--- config.mk ---
export PLATFORM = sky130hd
export DESIGN_NAME = ex_muldiv_seq
export DESIGN_NICKNAME = d
export VERILOG_FILES = /design/src/rtl/ex_muldiv_seq.sv
export SDC_FILE = /design/constraint.sdc
export NUM_CORES = 1
export LEC_CHECK = 0
export BUFFER_PORTS_ARGS = -buffer_cell sky130_fd_sc_hd__buf_4
export CORE_AREA = 2 2 164 166
export DETAILED_ROUTE_END_ITERATION = 10
export DIE_AREA = 0 0 166 168
export PLACE_DENSITY = 0.76
export SYNTH_ARGS = -nofsm -noshare
export SYNTH_HDL_FRONTEND = slang
export SYNTH_SLANG_ARGS = --single-unit
export TNS_END_PERCENT = 10
--- constraint.sdc ---
create_clock -name clk -period 5.9 [get_ports clk]
set_input_delay 0.59 -clock clk [delete_from_list [all_inputs] [get_ports clk]]
set_output_delay 0.59 -clock clk [all_outputs]
set_load 0.05 [all_outputs]
--- src/rtl/ex_muldiv_seq.sv ---
// RV32M multiply/divide sequencer for the EX stage: 32-step shift-add multiplier and
// restoring divider. It stalls the pipeline while busy and presents a one-cycle result.
module ex_muldiv_seq (
  input  logic        clk,
  input  logic        reset,
  input  logic        START_MD,
  input  logic [2:0]  FUNCT3_EX,
  input  logic [31:0] OP_A,
  input  logic [31:0] OP_B,
  input  logic        FLUSH_MD,
  output logic        STALL_MD,
  output logic        DONE_MD,
  output logic [31:0] RESULT_MD,
  output logic        BUSY_MD
);

  typedef enum logic [1:0] {
    IDLE,
    CALC,
    FIX,
    DONE
  } state_t;

  state_t      state_q, state_d;
  logic [4:0]  cnt_q, cnt_d;
  logic [2:0]  funct3_q, funct3_d;
  logic [63:0] acc_q, acc_d;
  logic [31:0] opb_q, opb_d;
  logic        neg_q, neg_d;
  logic        rem_neg_q, rem_neg_d;
  logic [31:0] result_q, result_d;

  logic        a_signed, b_signed;
  logic        sign_a, sign_b;
  logic [31:0] mag_a, mag_b;
  logic        div_by_zero, div_ovf;
  logic [32:0] add_sum;
  logic [32:0] shifted_rem;
  logic        no_borrow;
  logic [31:0] rem_diff;
  logic [63:0] prod_fix;
  logic [31:0] quot_fix, rem_fix;
  logic [31:0] fix_result;

  // Operand conditioning on the incoming instruction: signedness, magnitudes, fast-path detection.
  always_comb begin
    a_signed    = (FUNCT3_EX == 3'b001) || (FUNCT3_EX == 3'b010) ||
                  (FUNCT3_EX == 3'b100) || (FUNCT3_EX == 3'b110);
    b_signed    = (FUNCT3_EX == 3'b001) || (FUNCT3_EX == 3'b100) ||
                  (FUNCT3_EX == 3'b110);
    sign_a      = a_signed & OP_A[31];
    sign_b      = b_signed & OP_B[31];
    mag_a       = sign_a ? (~OP_A + 32'd1) : OP_A;
    mag_b       = sign_b ? (~OP_B + 32'd1) : OP_B;
    div_by_zero = FUNCT3_EX[2] && (OP_B == 32'd0);
    div_ovf     = FUNCT3_EX[2] && !FUNCT3_EX[0] &&
                  (OP_A == 32'h8000_0000) && (OP_B == 32'hFFFF_FFFF);
  end

  // Iteration datapath and final sign correction / word selection.
  always_comb begin
    add_sum     = {1'b0, acc_q[63:32]} + {1'b0, opb_q};
    shifted_rem = acc_q[63:31];
    no_borrow   = (shifted_rem >= {1'b0, opb_q});
    rem_diff    = shifted_rem[31:0] - opb_q;
    prod_fix    = neg_q ? (~acc_q + 64'd1) : acc_q;
    quot_fix    = neg_q ? (~acc_q[31:0] + 32'd1) : acc_q[31:0];
    rem_fix     = rem_neg_q ? (~acc_q[63:32] + 32'd1) : acc_q[63:32];
    case (funct3_q)
      3'b000:                 fix_result = prod_fix[31:0];
      3'b001, 3'b010, 3'b011: fix_result = prod_fix[63:32];
      3'b100, 3'b101:         fix_result = quot_fix;
      default:                fix_result = rem_fix;
    endcase
  end

  always_comb begin
    state_d   = state_q;
    cnt_d     = cnt_q;
    funct3_d  = funct3_q;
    acc_d     = acc_q;
    opb_d     = opb_q;
    neg_d     = neg_q;
    rem_neg_d = rem_neg_q;
    result_d  = result_q;

    case (state_q)
      IDLE: begin
        if (START_MD && !FLUSH_MD) begin
          funct3_d = FUNCT3_EX;
          cnt_d    = 5'd0;
          if (div_by_zero) begin
            result_d = FUNCT3_EX[1] ? OP_A : 32'hFFFF_FFFF;
            state_d  = DONE;
          end else if (div_ovf) begin
            result_d = FUNCT3_EX[1] ? 32'd0 : 32'h8000_0000;
            state_d  = DONE;
          end else begin
            acc_d     = {32'd0, mag_a};
            opb_d     = mag_b;
            neg_d     = sign_a ^ sign_b;
            rem_neg_d = sign_a;
            state_d   = CALC;
          end
        end
      end
      CALC: begin
        // Divide keeps remainder in the high word and grows the quotient into the low word.
        if (funct3_q[2]) begin
          if (no_borrow) acc_d = {rem_diff, acc_q[30:0], 1'b1};
          else           acc_d = {acc_q[62:0], 1'b0};
        end else begin
          if (acc_q[0]) acc_d = {add_sum, acc_q[31:1]};
          else          acc_d = {1'b0, acc_q[63:1]};
        end
        cnt_d = cnt_q + 5'd1;
        if (cnt_q == 5'd31) state_d = FIX;
      end
      FIX: begin
        result_d = fix_result;
        state_d  = DONE;
      end
      DONE: begin
        state_d = IDLE;
      end
      default: begin
        state_d = IDLE;
      end
    endcase

    // A squashed instruction never updates the result.
    if (FLUSH_MD) begin
      state_d  = IDLE;
      result_d = result_q;
    end
  end

  always_ff @(posedge clk or posedge reset) begin
    if (reset) begin
      state_q   <= IDLE;
      cnt_q     <= 5'd0;
      funct3_q  <= 3'd0;
      acc_q     <= 64'd0;
      opb_q     <= 32'd0;
      neg_q     <= 1'b0;
      rem_neg_q <= 1'b0;
      result_q  <= 32'd0;
    end else begin
      state_q   <= state_d;
      cnt_q     <= cnt_d;
      funct3_q  <= funct3_d;
      acc_q     <= acc_d;
      opb_q     <= opb_d;
      neg_q     <= neg_d;
      rem_neg_q <= rem_neg_d;
      result_q  <= result_d;
    end
  end

  assign STALL_MD  = ((state_q == IDLE) && START_MD && !FLUSH_MD && !reset) ||
                     (state_q == CALC) || (state_q == FIX);
  assign DONE_MD   = (state_q == DONE);
  assign BUSY_MD   = (state_q != IDLE);
  assign RESULT_MD = result_q;

endmodule

==> results of run 1 <==
metal layers:
| layer | up-vias | global-route usage, % | wire (µm) | part of all wire (%) |
|---|---|---|---|---|
| li1 | 7433 | - | - | - |
| met1 | 7458 | 48.5 | 21100 | 39 |
| met2 | 946 | 59.1 | 23400 | 44 |
| met3 | 199 | 6.02 | 5140 | 9.6 |
| met4 | 0 | 25.8 | 3960 | 7.4 |
| met5 | - | 0 | 0 | 0 |
through the flow:
step                      util, %  area, µm²
final                        62.1      16400
after detailed placement     60.0      15800
after global routing         62.1      16400
after CTS                    62.1      16400
after floorplan                 -      14900
after global placement       60.0      15800
worst max-delay path, stage by stage, from the launching register on:
cell and delay [ns]:
dfrtp_1 0.48, nor4_1 0.60, nand3_1 0.46, or4_1 0.71, or2_2 0.49, o21ai_0 0.37, nor3_1 0.08, nor4_1 0.68
o221ai_1 0.24
power breakdown:
part | switching (µW) | internal, µW | leakage [µW]
logic | 3810 | 2310 | 0.00499
clock network | 472 | 584 | 0.000257
registers | 747 | 1300 | 0.00176
flip-flops by register name, summed over array words and instances (netlist names):
name / count
RESULT_MD: 32
rem_neg_q: 1
opb_q: 32
cnt_q: 5
acc_q: 64
neg_q: 1
state_q: 2
funct3_q: 3
worst paths after layout:
kind	to	slack [ns]	cells after the start	startpoint
max	RESULT_MD[26]	1.60	8	acc_q[3]
min	acc_q[8]	0.31	2	reset
max in group asynchronous	opb_q[23]	4.28	3	reset
min in group clk	state_q[1]	0.40	2	FLUSH_MD
min reg2reg	RESULT_MD[8]	0.49	2	RESULT_MD[8]
max reg2reg	RESULT_MD[26]	1.60	8	acc_q[3]
cells in the mapped netlist (26+ instances only):
master,count,area [µm²]
a211oi_1,26,195
a21o_1,37,278
a21oi_1,159,796
a31oi_1,29,181
clkbuf_1,133,499
dfrtp_1,140,3500
ha_1,75,938
inv_1,81,304
mux2i_1,51,510
nand2_1,243,912
nand3_1,50,250
nor2_1,157,589
nor3_1,49,245
o21ai_0,226,1130
o31ai_1,34,255
xnor2_1,102,893
xor2_1,68,596
layout make-up:
cell class	instances	area (µm²)	share of cell area, %
well taps	341	427	2.61
clock inverters	12	118	0.719
repair buffers	129	968	5.92
clock buffers	20	437	2.67
multi-input cells	1673	10600	64.8
inverters	81	309	1.89
flip-flops and latches	140	3500	21.4
cells by family after synthesis:
group | synth area share [%]
adders and majority gates | 6.55
xor gates and xnor gates | 9.96
buffers and inverters | 5.87
AOI/OAI and AO/OA | 29.0
muxes | 3.94
and+or+nand+nor | 21.2
DFF | 23.4
==> results.md, run 1 <==
* Row cnt at 60
* TritonCTS Buffers at 17
* Residual DRC at 0
* CTS tree: built
* Yosys warns at 0
* Clk_skew at 0.0155 ns
* Htree depth at 4
* CTS resizes at 0
* Final slew viol count at 0
* Grt ovf at 0
* Status: complete, no violations
* Fillers at 2435
* Final antenna-violating net count at 0
* First-pass GRT wire length at 83700 µm
* Clock Root Buffer: clkbuf_16
* IO Pins at 106
* Max Root-Sink Buffers at 2
* Critical path startpoint category: flip-flop
* GRT Overall Usage at 37.9%
* Largest net degree at the start of global routing at 81
* Fin worst setup slack at 1.60 ns
* Placer's final routability congestion estimate at 1.02
* Post-synthesis sequential area ratio at 23.4%
* Max VDD drop at 0.000267 V
* Vias in the first global route at 15100
* Nets at 2190
* Hpwl dp at 40000 µm
* Worst-path fanout max at 13
* Die W at 166 µm
* Kind of end point of the critical path: flip-flop
* Clk_lat worst skew at 0.44 ns
* Final setup vio count at 0
* Post-Syn Area at 0.0149 mm²
* Final Cycle Share at 72.9%
* Post-place setup slack at 1.46 ns
* CTS clk-pin slew, worst paths at 0.07 ns
* Tightest hold margin at 0.312 ns
* Critical setup path kind: flip-flop to flip-flop
* Ys async rst share at 100%
* Syn_nets at 2190
* Arr. time, crit path at 4.57 ns
* Initial Utilization at 56.7%
* Min-delay worst type: primary input to async pin
* Initial antenna violation count at 1
* Clock Sinks at 140
* Post-CTS setup buffers at 0
* WP data required at 6.17 ns
* Die area at 0.0279 mm²
* Tot Pwr at 9230 µW
* WL final at 53600 µm
* Routed length per instance at 22.4 µm
* PortBufs at 105
* Initial DRT Pass Iterations at 6
* Placed cell count at 2364
* Max Clk Rate at 0.233 GHz
* Non-Filler Instances at 2396
* Final Critical Period at 4.30 ns
* Post-CTS Hold Buffers at 0
* Gate Count Post-Synth at 2042
* Post-synth EDFFs at 0
* Vias per cell at 6.69
* Max-cap violations at 0
* Hold Fails Final Rpt at 0
* RSZ-0062 raised after global routing: no
* Via count at 16000
* CORE AREA at 0.0264 mm²
* Area Overhead vs Synth at 9.51%
* Share of cells above drive strength 1 at 9.73%
* Avg Cell Area, Syn at 7.32 µm²
* Max_slew headroom at 20.8%
* P_leak at 0.00700 µW
* Most frequent cells in the layout: 243 x nand2_1, 226 x o21ai_0, 157 x a21oi_1
* Commonest non-fill, non-tap cell in the layout: nand2_1
* # diodes at 0
* Top FF cell, synth: dfrtp_1
* Tightest Pin Transition at 1.19 ns
* PwrDens at 564 mW/mm²
* DR iter-0 viols at 1930
* Number of synthesized register bits at 140
* Setup TNS Final at 0 ns
* Count of different cell masters after synthesis at 75
* Die height at 168 µm
Note: power is estimated with default switching activity, not from simulation.
==> run 2, diff against run 1 <==
==> constraint.sdc (replaced) <==
create_clock -name clk -period 4.5 [get_ports clk]
set_input_delay 0.45 -clock clk [delete_from_list [all_inputs] [get_ports clk]]
set_output_delay 0.45 -clock clk [all_outputs]
set_load 0.05 [all_outputs]
==> run 2 against run 1 <==
Clock power rose by 46%. Wire length rose by 4.6%. Maximum frequency rose by 7.8%. Critical path depth rose by 3. Die area did not move. First-iteration DRC count rose by 25%. Register-to-register slack got worse by 1.1 ns.
==> results.md, run 2 (synthesis gave the netlist of run 1 again) <==
* Final Critical Period at 3.99 ns (-0.313 ns)
* WL final at 56100 µm (+4.6%)
* Initial DRT Pass Iterations at 8 (+2)
* Status: complete, no violations
* Most frequent cells in the layout: 243 x nand2_1, 226 x o21ai_0, 157 x a21oi_1
* Grt ovf at 0 (unchanged)
* Final slew viol count at 0 (unchanged)
* Max_slew headroom at 26.3% (+5.5 points)
* Hold Fails Final Rpt at 0 (unchanged)
* Clk_lat worst skew at 0.45 ns (about the same)
* Placer's final routability congestion estimate at 1.02 (+0.67%)
* CTS clk-pin slew, worst paths at 0.07 ns (about the same)
* DR iter-0 viols at 2420 (+25%)
* Die height at 168 µm (unchanged)
* Most flop-heavy register: acc_q
* CTS resizes at 0 (unchanged)
* Max Clk Rate at 0.251 GHz (+7.8%)
* CORE AREA at 0.0264 mm² (unchanged)
* Commonest non-fill, non-tap cell in the layout: nand2_1
* Final Cycle Share at 88.6% (+16 points)
* Area Overhead vs Synth at 11.1%
* Row cnt at 60 (unchanged)
* WP data required at 4.88 ns (-1.29 ns)
* Clock Root Buffer: clkbuf_16
* Share of cells above drive strength 1 at 10.8% (+1.1 points)
* Tightest Pin Transition at 1.11 ns (-0.0819 ns)
* Die area at 0.0279 mm² (unchanged)
* Clk_skew at 0.0158 ns (+0.000291 ns)
* PwrDens at 753 mW/mm² (+33%)
* Largest net degree at the start of global routing at 109 (+35%)
* Max VDD drop at 0.000298 V (+12%)
* Final core occ at 63.0% (+0.92 points)
* Initial antenna violation count at 1 (unchanged)
* Htree depth at 4 (unchanged)
* Vias in the first global route at 15300 (+1.2%)
* TritonCTS Buffers at 17 (unchanged)
* Max-cap violations at 0 (unchanged)
* Post-CTS Hold Buffers at 0 (unchanged)
* RSZ-0062 raised after global routing: no
* Max reg flops at 64 (unchanged)
* Post-CTS setup buffers at 0 (unchanged)
* Max Root-Sink Buffers at 2 (unchanged)
* Min-delay worst type: primary input to async pin
* IO Pins at 106 (unchanged)
* Hpwl dp at 41900 µm (+4.7%)
* Routed length per instance at 23.2 µm (+3.5%)
* Initial Utilization at 56.7% (unchanged)
* Kind of end point of the critical path: flip-flop
* Die W at 166 µm (unchanged)
* CTS tree: built
* PortBufs at 105 (unchanged)
* Critical setup path kind: flip-flop to flip-flop
* Worst-path fanout max at 13 (unchanged)
* Vias per cell at 6.78 (+1.3%)
* Final setup vio count at 0 (unchanged)
* Clock Sinks at 140 (unchanged)
* P_leak at 0.00716 µW (+2.2%)
* First-pass GRT wire length at 86800 µm (+3.7%)
* Fillers at 2375 (-2.5%)
* Critical path startpoint category: flip-flop
* GRT Overall Usage at 39.6% (+1.7 points)
* Final antenna-violating net count at 0 (unchanged)
* Residual DRC at 0 (unchanged)
* Arr. time, crit path at 4.37 ns (-0.20 ns)
* Setup TNS Final at 0 ns (unchanged)
* Via count at 16400 (+2.4%)
* Nets at 2213 (+1.1%)
* Tot Pwr at 12500 µW (+35%)
run 2: worst paths after layout:
check / from / end / slack (ns) / depth (start not counted)
min in group clk: FLUSH_MD / state_q[1] / 0.23 / 2
min reg2reg: RESULT_MD[21] / RESULT_MD[21] / 0.48 / 2
max: acc_q[32] / RESULT_MD[18] / 0.51 / 11
max reg2reg: acc_q[32] / RESULT_MD[18] / 0.51 / 11
min: reset / RESULT_MD[9] / 0.20 / 2
max in group asynchronous: reset / RESULT_MD[20] / 3.11 / 3
run 2: power breakdown:
part	switching (µW)	internal, µW	total, µW
clock	660	886	1550
sequential	750	1710	2460
combinational	5370	3130	8500
run 2: through the flow:
stage	setup WS [ns]	hold WS [ns]	instance area [µm²]	instances
4_1_cts	0.592	0.231	16600	2419
6_report	0.513	0.197	16600	2421
2_1_floorplan	0.297	0.469	14900	2042
5_1_grt	0.161	0.233	16600	2419
3_3_place_gp	0.628	0.466	16000	2387
3_5_place_dp	0.638	0.478	16000	2387
run 2: layout make-up:
type                       instances  area, µm²  share of cell area (%)
multi-input combinational       1673      10600                    63.8
sequential                       140       3500                    21.1
timing repair buffer             152       1150                    6.95
clock buffer                      18        429                    2.58
tap                              341        427                    2.57
inverter                          81        309                    1.86
clock inverter                    14        185                    1.11
antenna                            2       5.00                  0.0301
run 2: critical path, cell delays in order (launching register included):
cell and delay, ns:
dfrtp_1 0.50, inv_1 0.25, ha_1 0.22, or3b_2 0.51, nand4b_1 0.40, nand2b_1 0.52, or4_1 0.60, o21ai_0 0.24
a21o_1 0.16, mux2i_1 0.08, a311oi_1 0.32, a21o_1 0.12
run 2: per-layer routing:
layer	up-vias	wire length, µm	share of wire (%)	global-route usage [%]
li1	7460	-	-	-
met1	7654	21100	38	49.3
met2	1070	24900	44	63.1
met3	238	5730	10	7.08
met4	0	4300	7.7	26.4
met5	-	0	0	0
